==> config.mk <==
export PLATFORM = sky130hd
export DESIGN_NAME = shift_rotate_unit
export DESIGN_NICKNAME = d
export VERILOG_FILES = /design/src/rtl/shift_rotate_pkg.sv /design/src/rtl/shift_rotate_step.sv /design/src/rtl/shift_rotate_unit.sv
export SDC_FILE = /design/constraint.sdc
export NUM_CORES = 1
export LEC_CHECK = 0
export CORE_UTILIZATION = 55
export CTS_CLUSTER_SIZE = 8
export DETAILED_ROUTE_END_ITERATION = 10
export PLACE_DENSITY_LB_ADDON = 0.1
export SLEW_MARGIN = 30
export SYNTH_ARGS = -nofsm -noshare
export SYNTH_HDL_FRONTEND = slang
export SYNTH_SLANG_ARGS = --single-unit
==> constraint.sdc <==
create_clock -name clk -period 3 [get_ports clk]
set_clock_uncertainty 0.1 [all_clocks]
set_input_delay 0.9 -clock clk [delete_from_list [all_inputs] [get_ports clk]]
set_output_delay 0.9 -clock clk [all_outputs]
set_load 0.02 [all_outputs]
==> src/rtl/shift_rotate_pkg.sv <==
// Shared encodings for the multi-cycle shift/rotate unit.
// SHIFT_ROTATE_CARRY_EN enables the RCL/RCR carry-rotate ops; otherwise they decode as reserved.
package shift_rotate_pkg;

  localparam logic [2:0] OP_SHL  = 3'b000;
  localparam logic [2:0] OP_SHR  = 3'b001;
  localparam logic [2:0] OP_ASR  = 3'b010;
  localparam logic [2:0] OP_ROL  = 3'b011;
  localparam logic [2:0] OP_ROR  = 3'b100;
  localparam logic [2:0] OP_RCL  = 3'b101;
  localparam logic [2:0] OP_RCR  = 3'b110;
  localparam logic [2:0] OP_RSVD = 3'b111;

  typedef enum logic [1:0] {ST_IDLE, ST_SHIFT, ST_DONE} state_e;

  // Reserved ops pass data through in one cycle with carry cleared.
  function automatic logic op_is_rsvd(input logic [2:0] op);
`ifdef SHIFT_ROTATE_CARRY_EN
    return (op == OP_RSVD);
`else
    return (op == OP_RSVD) || (op == OP_RCL) || (op == OP_RCR);
`endif
  endfunction

endpackage

==> src/rtl/shift_rotate_step.sv <==
// Combinational single-position shift/rotate step: (op, d, c) -> (d_nxt, c_nxt).
// Carry-rotate cases exist only with SHIFT_ROTATE_CARRY_EN.
module shift_rotate_step #(
  parameter int WIDTH = 8
) (
  input  logic [2:0]       op,
  input  logic [WIDTH-1:0] d,
  input  logic             c,
  output logic [WIDTH-1:0] d_nxt,
  output logic             c_nxt
);
  import shift_rotate_pkg::*;

  always_comb begin
    d_nxt = d;
    c_nxt = c;
    case (op)
      OP_SHL: begin d_nxt = {d[WIDTH-2:0], 1'b0};     c_nxt = d[WIDTH-1]; end
      OP_SHR: begin d_nxt = {1'b0, d[WIDTH-1:1]};     c_nxt = d[0];       end
      OP_ASR: begin d_nxt = {d[WIDTH-1], d[WIDTH-1:1]}; c_nxt = d[0];     end
      OP_ROL: begin d_nxt = {d[WIDTH-2:0], d[WIDTH-1]}; c_nxt = d[WIDTH-1]; end
      OP_ROR: begin d_nxt = {d[0], d[WIDTH-1:1]};     c_nxt = d[0];       end
`ifdef SHIFT_ROTATE_CARRY_EN
      OP_RCL: {c_nxt, d_nxt} = {d, c};
      OP_RCR: {d_nxt, c_nxt} = {c, d};
`endif
      default: ;
    endcase
  end

endmodule

==> src/rtl/shift_rotate_unit.sv <==
// Multi-cycle WIDTH-bit shifter/rotator, one bit position per clock, valid/ready on both sides.
// SHIFT_ROTATE_CARRY_EN enables RCL/RCR; without it they pass through like the reserved op.
module shift_rotate_unit #(
  parameter  int WIDTH = 8,
  localparam int AMT_W = $clog2(WIDTH)
) (
  input  logic             clk,
  input  logic             reset,
  input  logic             in_valid,
  output logic             in_ready,
  input  logic [2:0]       op,
  input  logic [AMT_W-1:0] amount,
  input  logic [WIDTH-1:0] data_in,
  input  logic             carry_in,
  output logic             out_valid,
  input  logic             out_ready,
  output logic [WIDTH-1:0] data_out,
  output logic             carry_out,
  output logic             zero
);
  import shift_rotate_pkg::*;

  state_e           state_q, state_d;
  logic [AMT_W-1:0] cnt_q, cnt_d;
  logic [2:0]       op_q, op_d;
  logic [WIDTH-1:0] work_q, work_d, step_d;
  logic             wc_q, wc_d, step_c;
  logic [WIDTH-1:0] data_out_q, data_out_d;
  logic             carry_out_q, carry_out_d;
  logic             zero_q, zero_d;
  logic             in_ready_q, in_ready_d;
  logic             out_valid_q, out_valid_d;
  logic             rsvd;

  shift_rotate_step #(.WIDTH(WIDTH)) u_step (
    .op    (op_q),
    .d     (work_q),
    .c     (wc_q),
    .d_nxt (step_d),
    .c_nxt (step_c)
  );

  assign rsvd = op_is_rsvd(op);

  // Result registers are written only on entry to DONE, so outputs never move mid-shift.
  always_comb begin
    state_d     = state_q;
    cnt_d       = cnt_q;
    op_d        = op_q;
    work_d      = work_q;
    wc_d        = wc_q;
    data_out_d  = data_out_q;
    carry_out_d = carry_out_q;
    zero_d      = zero_q;
    case (state_q)
      ST_IDLE: begin
        if (in_valid) begin
          op_d   = op;
          work_d = data_in;
          wc_d   = carry_in;
          cnt_d  = amount;
          if (rsvd || (amount == '0)) begin
            state_d     = ST_DONE;
            cnt_d       = '0;
            data_out_d  = data_in;
            carry_out_d = rsvd ? 1'b0 : carry_in;
            zero_d      = (data_in == '0);
          end else begin
            state_d = ST_SHIFT;
          end
        end
      end
      ST_SHIFT: begin
        work_d = step_d;
        wc_d   = step_c;
        cnt_d  = cnt_q - AMT_W'(1);
        if (cnt_q == AMT_W'(1)) begin
          state_d     = ST_DONE;
          data_out_d  = step_d;
          carry_out_d = step_c;
          zero_d      = (step_d == '0);
        end
      end
      ST_DONE: begin
        if (out_ready) state_d = ST_IDLE;
      end
      default: state_d = ST_IDLE;
    endcase
    in_ready_d  = (state_d == ST_IDLE);
    out_valid_d = (state_d == ST_DONE);
  end

  always_ff @(posedge clk) begin
    if (reset) begin
      state_q     <= ST_IDLE;
      cnt_q       <= '0;
      op_q        <= OP_SHL;
      work_q      <= '0;
      wc_q        <= 1'b0;
      data_out_q  <= '0;
      carry_out_q <= 1'b0;
      zero_q      <= 1'b1;
      in_ready_q  <= 1'b1;
      out_valid_q <= 1'b0;
    end else begin
      state_q     <= state_d;
      cnt_q       <= cnt_d;
      op_q        <= op_d;
      work_q      <= work_d;
      wc_q        <= wc_d;
      data_out_q  <= data_out_d;
      carry_out_q <= carry_out_d;
      zero_q      <= zero_d;
      in_ready_q  <= in_ready_d;
      out_valid_q <= out_valid_d;
    end
  end

  assign in_ready  = in_ready_q;
  assign out_valid = out_valid_q;
  assign data_out  = data_out_q;
  assign carry_out = carry_out_q;
  assign zero      = zero_q;

endmodule
==> summary.md <==
| Metric | Value |
|---|---|
| Result of the run | completed |
| Count of endpoints failing setup in the final report | 0 |
| Actual transition at the worst max-transition pin | 0.605 ns |
| Leak | 0.748 nW |
| Count of input and output buffers | 30 |
| Critical-path top delay cell | sky130_fd_sc_hd__clkdlybuf4s50_1 |
| Dominant synthesized flop cell | sky130_fd_sc_hd__dfxtp_1 |
| Worst setup startpoint | op[1] |
| Library cells used by synthesis | 38 |
| Pin count of the biggest net entering global routing | 18 |
| Placed Instance Area | 0.00188 mm² |
| CTS H-Tree Depth | 2 |
| Violation count after the first detailed-routing iteration | 86 |
| Post-synthesis instance area | 0.00157 mm² |
| Stages on the worst setup path | 7 |
| Worst slew margin relative to its limit | 59.5% |
| Last weighted congestion value of the routability-driven placer | 0.859 |
| Arr. time, crit path | 2.49 ns |
| Deepest clock path buffer count | 2 |
| Num CTS Buffers | 5 |
| Antenna cells | 0 |
| Vias | 1430 |
| Crit Path Category | in2reg |
| Aggregate global-route resource usage | 25.6% |
| Final #Nets | 231 |
| VDD IR-drop max | 0.460 mV |
| HPWL after DPL | 2.72 mm |
| CP max FO | 14 |
| TritonCTS clock tree | done |
| Clock transition at path regs | 0.08 ns |
| Source of the worst register-to-register timing path | op_q[0]$_SDFFE_PP0P_ |
| Skew-Pair Late Insertion Delay | 0.33 ns |
| Initial core utilization | 57.6% |
| Wire length of the first global-routing pass | 6.15 mm |
| Area of the core | 0.00273 mm² |
| Minimum clock period after layout | 2.40 ns |
| Number of stages on the worst hold path | 2 |
| Unrepaired setup endpoints after global routing | no |
| Total detailed-routing wirelength | 3.62 mm |
| Number of rows created at floorplan | 19 |
| Synthesized instance count | 181 |
| Data required time of the worst path | 3.09 ns |
| Chain of cells forming the critical path | clkdlybuf4s50_1 > o21ai_0 > o31a_1 > o22ai_2 > buf_4 > mux2i_1 > nor2_1 |
| Buf/Inv on CP | 2 |
| Post-CTS Resized | 0 |
| Setup TNS | 0 ns |
| Hold wc startpoint | cnt_q[2]$_SDFFE_PP0P_ |
| Net count of the mapped netlist | 202 |
| Total count of max-transition violations in the final report | 0 |
| Top-level I/O count | 31 |
| Antenna-violating nets left | 0 |
| Antenna violations before repair | 0 |
| Category of cells accounting for the largest share of critical-path delay | compound AO/OA/AOI/OAI gates |
| Horizontal die dimension | 55.5 µm |
| Die span in y | 55.5 µm |
| Maximum achievable frequency | 417 MHz |
| Total grt overflow | 0 |
| Hold bufs inserted after CTS | 0 |
| Peak per-stage delay on the critical path | 0.42 ns |
| MaxCap Viol Count | 0 |
| Vias in the first global route | 1373 |
| EDFF count, synth | 0 |
| Sequential area share after synthesis | 36.9% |
| Post-route clock period utilization | 79.9% |
| Yosys warning count | 0 |
| Number of remaining DRC errors | 0 |
| Root Driver | sky130_fd_sc_hd__clkbuf_4 |
| Number of cells on the worst reg-to-reg path | 6 |
| Layout area overhead | 22.9% |
| Post-synthesis register bit count | 29 |
| Class of the worst hold path | reg2reg |
| Layout Cell Area excl Fill | 0.00193 mm² |
| Number of buffers inserted by post-CTS setup repair | 0 |
| Vias per std cell | 5.93 |
| Fraction of final layout cells with drive strength greater than 1 | 9.05% |
| Die area | 0.00308 mm² |
| Post-Syn Area per Cell | 8.70 µm² |
| Power density cells | 522 mW/mm² |
| WL/cell | 15.0 µm |
| Number of sinks driven by the clock tree | 29 |
| CP startpoint kind | input pin |
| Fraction of registers with async set/reset | 0% |
| Element type at the critical path end | flop |
| Drt first pass iters | 4 |
| Final hold violation count | 0 |
## cell families after synthesis
family / synth area share (%)
DFF: 36.9
AOI/OAI and AO/OA: 17.2
and+or+nand+nor: 19.5
xor gates and xnor gates: 1.75
adders and majority gates: 1.59
muxes: 18.8
buffers and inverters: 4.29
## Yosys cell counts, types with 2 or more instances
master,instances,area share [%]
sky130_fd_sc_hd__a211oi_1,10,4.8
sky130_fd_sc_hd__a21oi_1,11,3.5
sky130_fd_sc_hd__a221oi_1,2,1.1
sky130_fd_sc_hd__a311oi_1,2,1.1
sky130_fd_sc_hd__a31oi_1,4,1.6
sky130_fd_sc_hd__buf_2,3,0.95
sky130_fd_sc_hd__clkbuf_1,6,1.4
sky130_fd_sc_hd__dfxtp_1,29,37
sky130_fd_sc_hd__ha_1,2,1.6
sky130_fd_sc_hd__inv_1,3,0.72
sky130_fd_sc_hd__mux2_2,4,2.9
sky130_fd_sc_hd__mux2i_1,25,16
sky130_fd_sc_hd__nand2_1,24,5.7
sky130_fd_sc_hd__nand2b_1,2,0.79
sky130_fd_sc_hd__nand3_1,3,0.95
sky130_fd_sc_hd__nor2_1,24,5.7
sky130_fd_sc_hd__nor2b_1,2,0.79
sky130_fd_sc_hd__nor3_1,3,0.95
sky130_fd_sc_hd__o211a_1,2,1.3
sky130_fd_sc_hd__o21ai_0,2,0.64
## layout make-up
| cell class | instances | area (µm²) |
|---|---|---|
| flip-flops and latches | 29 | 581 |
| fillers | 225 | 800 |
| well taps | 31 | 38.8 |
| clock buffers | 7 | 55.1 |
| multi-input cells | 138 | 926 |
| inverters | 3 | 11.3 |
| repair buffers | 33 | 323 |
## registers in the layout, indices dropped and copies added (netlist names)
| name | count |
|---|---|
| carry_out | 1 |
| in_ready | 1 |
| zero | 1 |
| cnt_q | 3 |
| state_q | 2 |
| work_q | 8 |
| wc_q | 1 |
| data_out | 8 |
| out_valid | 1 |
| op_q | 3 |
## power breakdown
group	internal, W	switching (W)	leakage [nW]
clock	0.000110	0.000129	0.0314
sequential	0.000426	0.0000454	0.239
combinational	0.000143	0.000157	0.478
## metrics by stage
stage | worst slack, ns | util, % | cells | hold WS (ns) | power, W
final | 0.603 | 70.8 | 241 | 0.395 | 0.00101
after global routing | 0.453 | 70.8 | 241 | 0.427 | 0.00107
after CTS | 0.612 | 70.8 | 241 | 0.394 | 0.00101
after detailed placement | 0.276 | 68.7 | 234 | 0.379 | 0.000778
after global placement | 0.370 | 68.7 | 234 | 0.373 | 0.000764
after floorplan | 0.810 | - | 181 | 0.352 | 0.000676
## worst register-to-register path, delay by kind of cell (launching register included)
family                    cells  cell delay [ns]
xor gates and xnor gates      1             0.38
and+or+nand+nor               2             0.13
muxes                         2             0.45
AOI/OAI and AO/OA             1             0.35
DFF                           1             0.57
## placed cells by master (no fill, tap or decap), types with 2 or more instances in the layout
cell type                         instances
sky130_fd_sc_hd__a311oi_1                 2
sky130_fd_sc_hd__buf_4                    3
sky130_fd_sc_hd__inv_1                    3
sky130_fd_sc_hd__dfxtp_1                 29
sky130_fd_sc_hd__clkdlybuf4s50_1         30
sky130_fd_sc_hd__nor2b_1                  2
sky130_fd_sc_hd__mux2_2                   4
sky130_fd_sc_hd__nand2b_1                 2
sky130_fd_sc_hd__nor2_1                  24
sky130_fd_sc_hd__nand3_1                  3
sky130_fd_sc_hd__clkbuf_4                 5
sky130_fd_sc_hd__a221oi_1                 2
sky130_fd_sc_hd__a211oi_1                10
sky130_fd_sc_hd__nor3_1                   3
sky130_fd_sc_hd__a31oi_1                  4
sky130_fd_sc_hd__nand2_1                 24
sky130_fd_sc_hd__o211a_1                  2
sky130_fd_sc_hd__a21oi_1                 11
sky130_fd_sc_hd__ha_1                     2
sky130_fd_sc_hd__mux2i_1                 25
sky130_fd_sc_hd__o21ai_0                  2
## path summary, 6_finish.rpt
| check | to | slack [ns] |
|---|---|---|
| worst max register to register | data_out[7]$_SDFFE_PP0P_ | 0.89 |
| worst min-delay path | cnt_q[2]$_SDFFE_PP0P_ | 0.39 |
| worst max-delay path | data_out[6]$_SDFFE_PP0P_ | 0.60 |
| worst min register to register | cnt_q[2]$_SDFFE_PP0P_ | 0.39 |
## routing by layer
layer  vias to the layer above  share of wire (%)  GRT usage (%)
met3                        11                6.0           8.20
li1                        708                  -              -
met4                         0                2.2           11.4
met1                       669                 43           31.0
met5                         -                  0              0
met2                        42                 49           41.5
No activity file was read; power rests on OpenSTA's default activity.
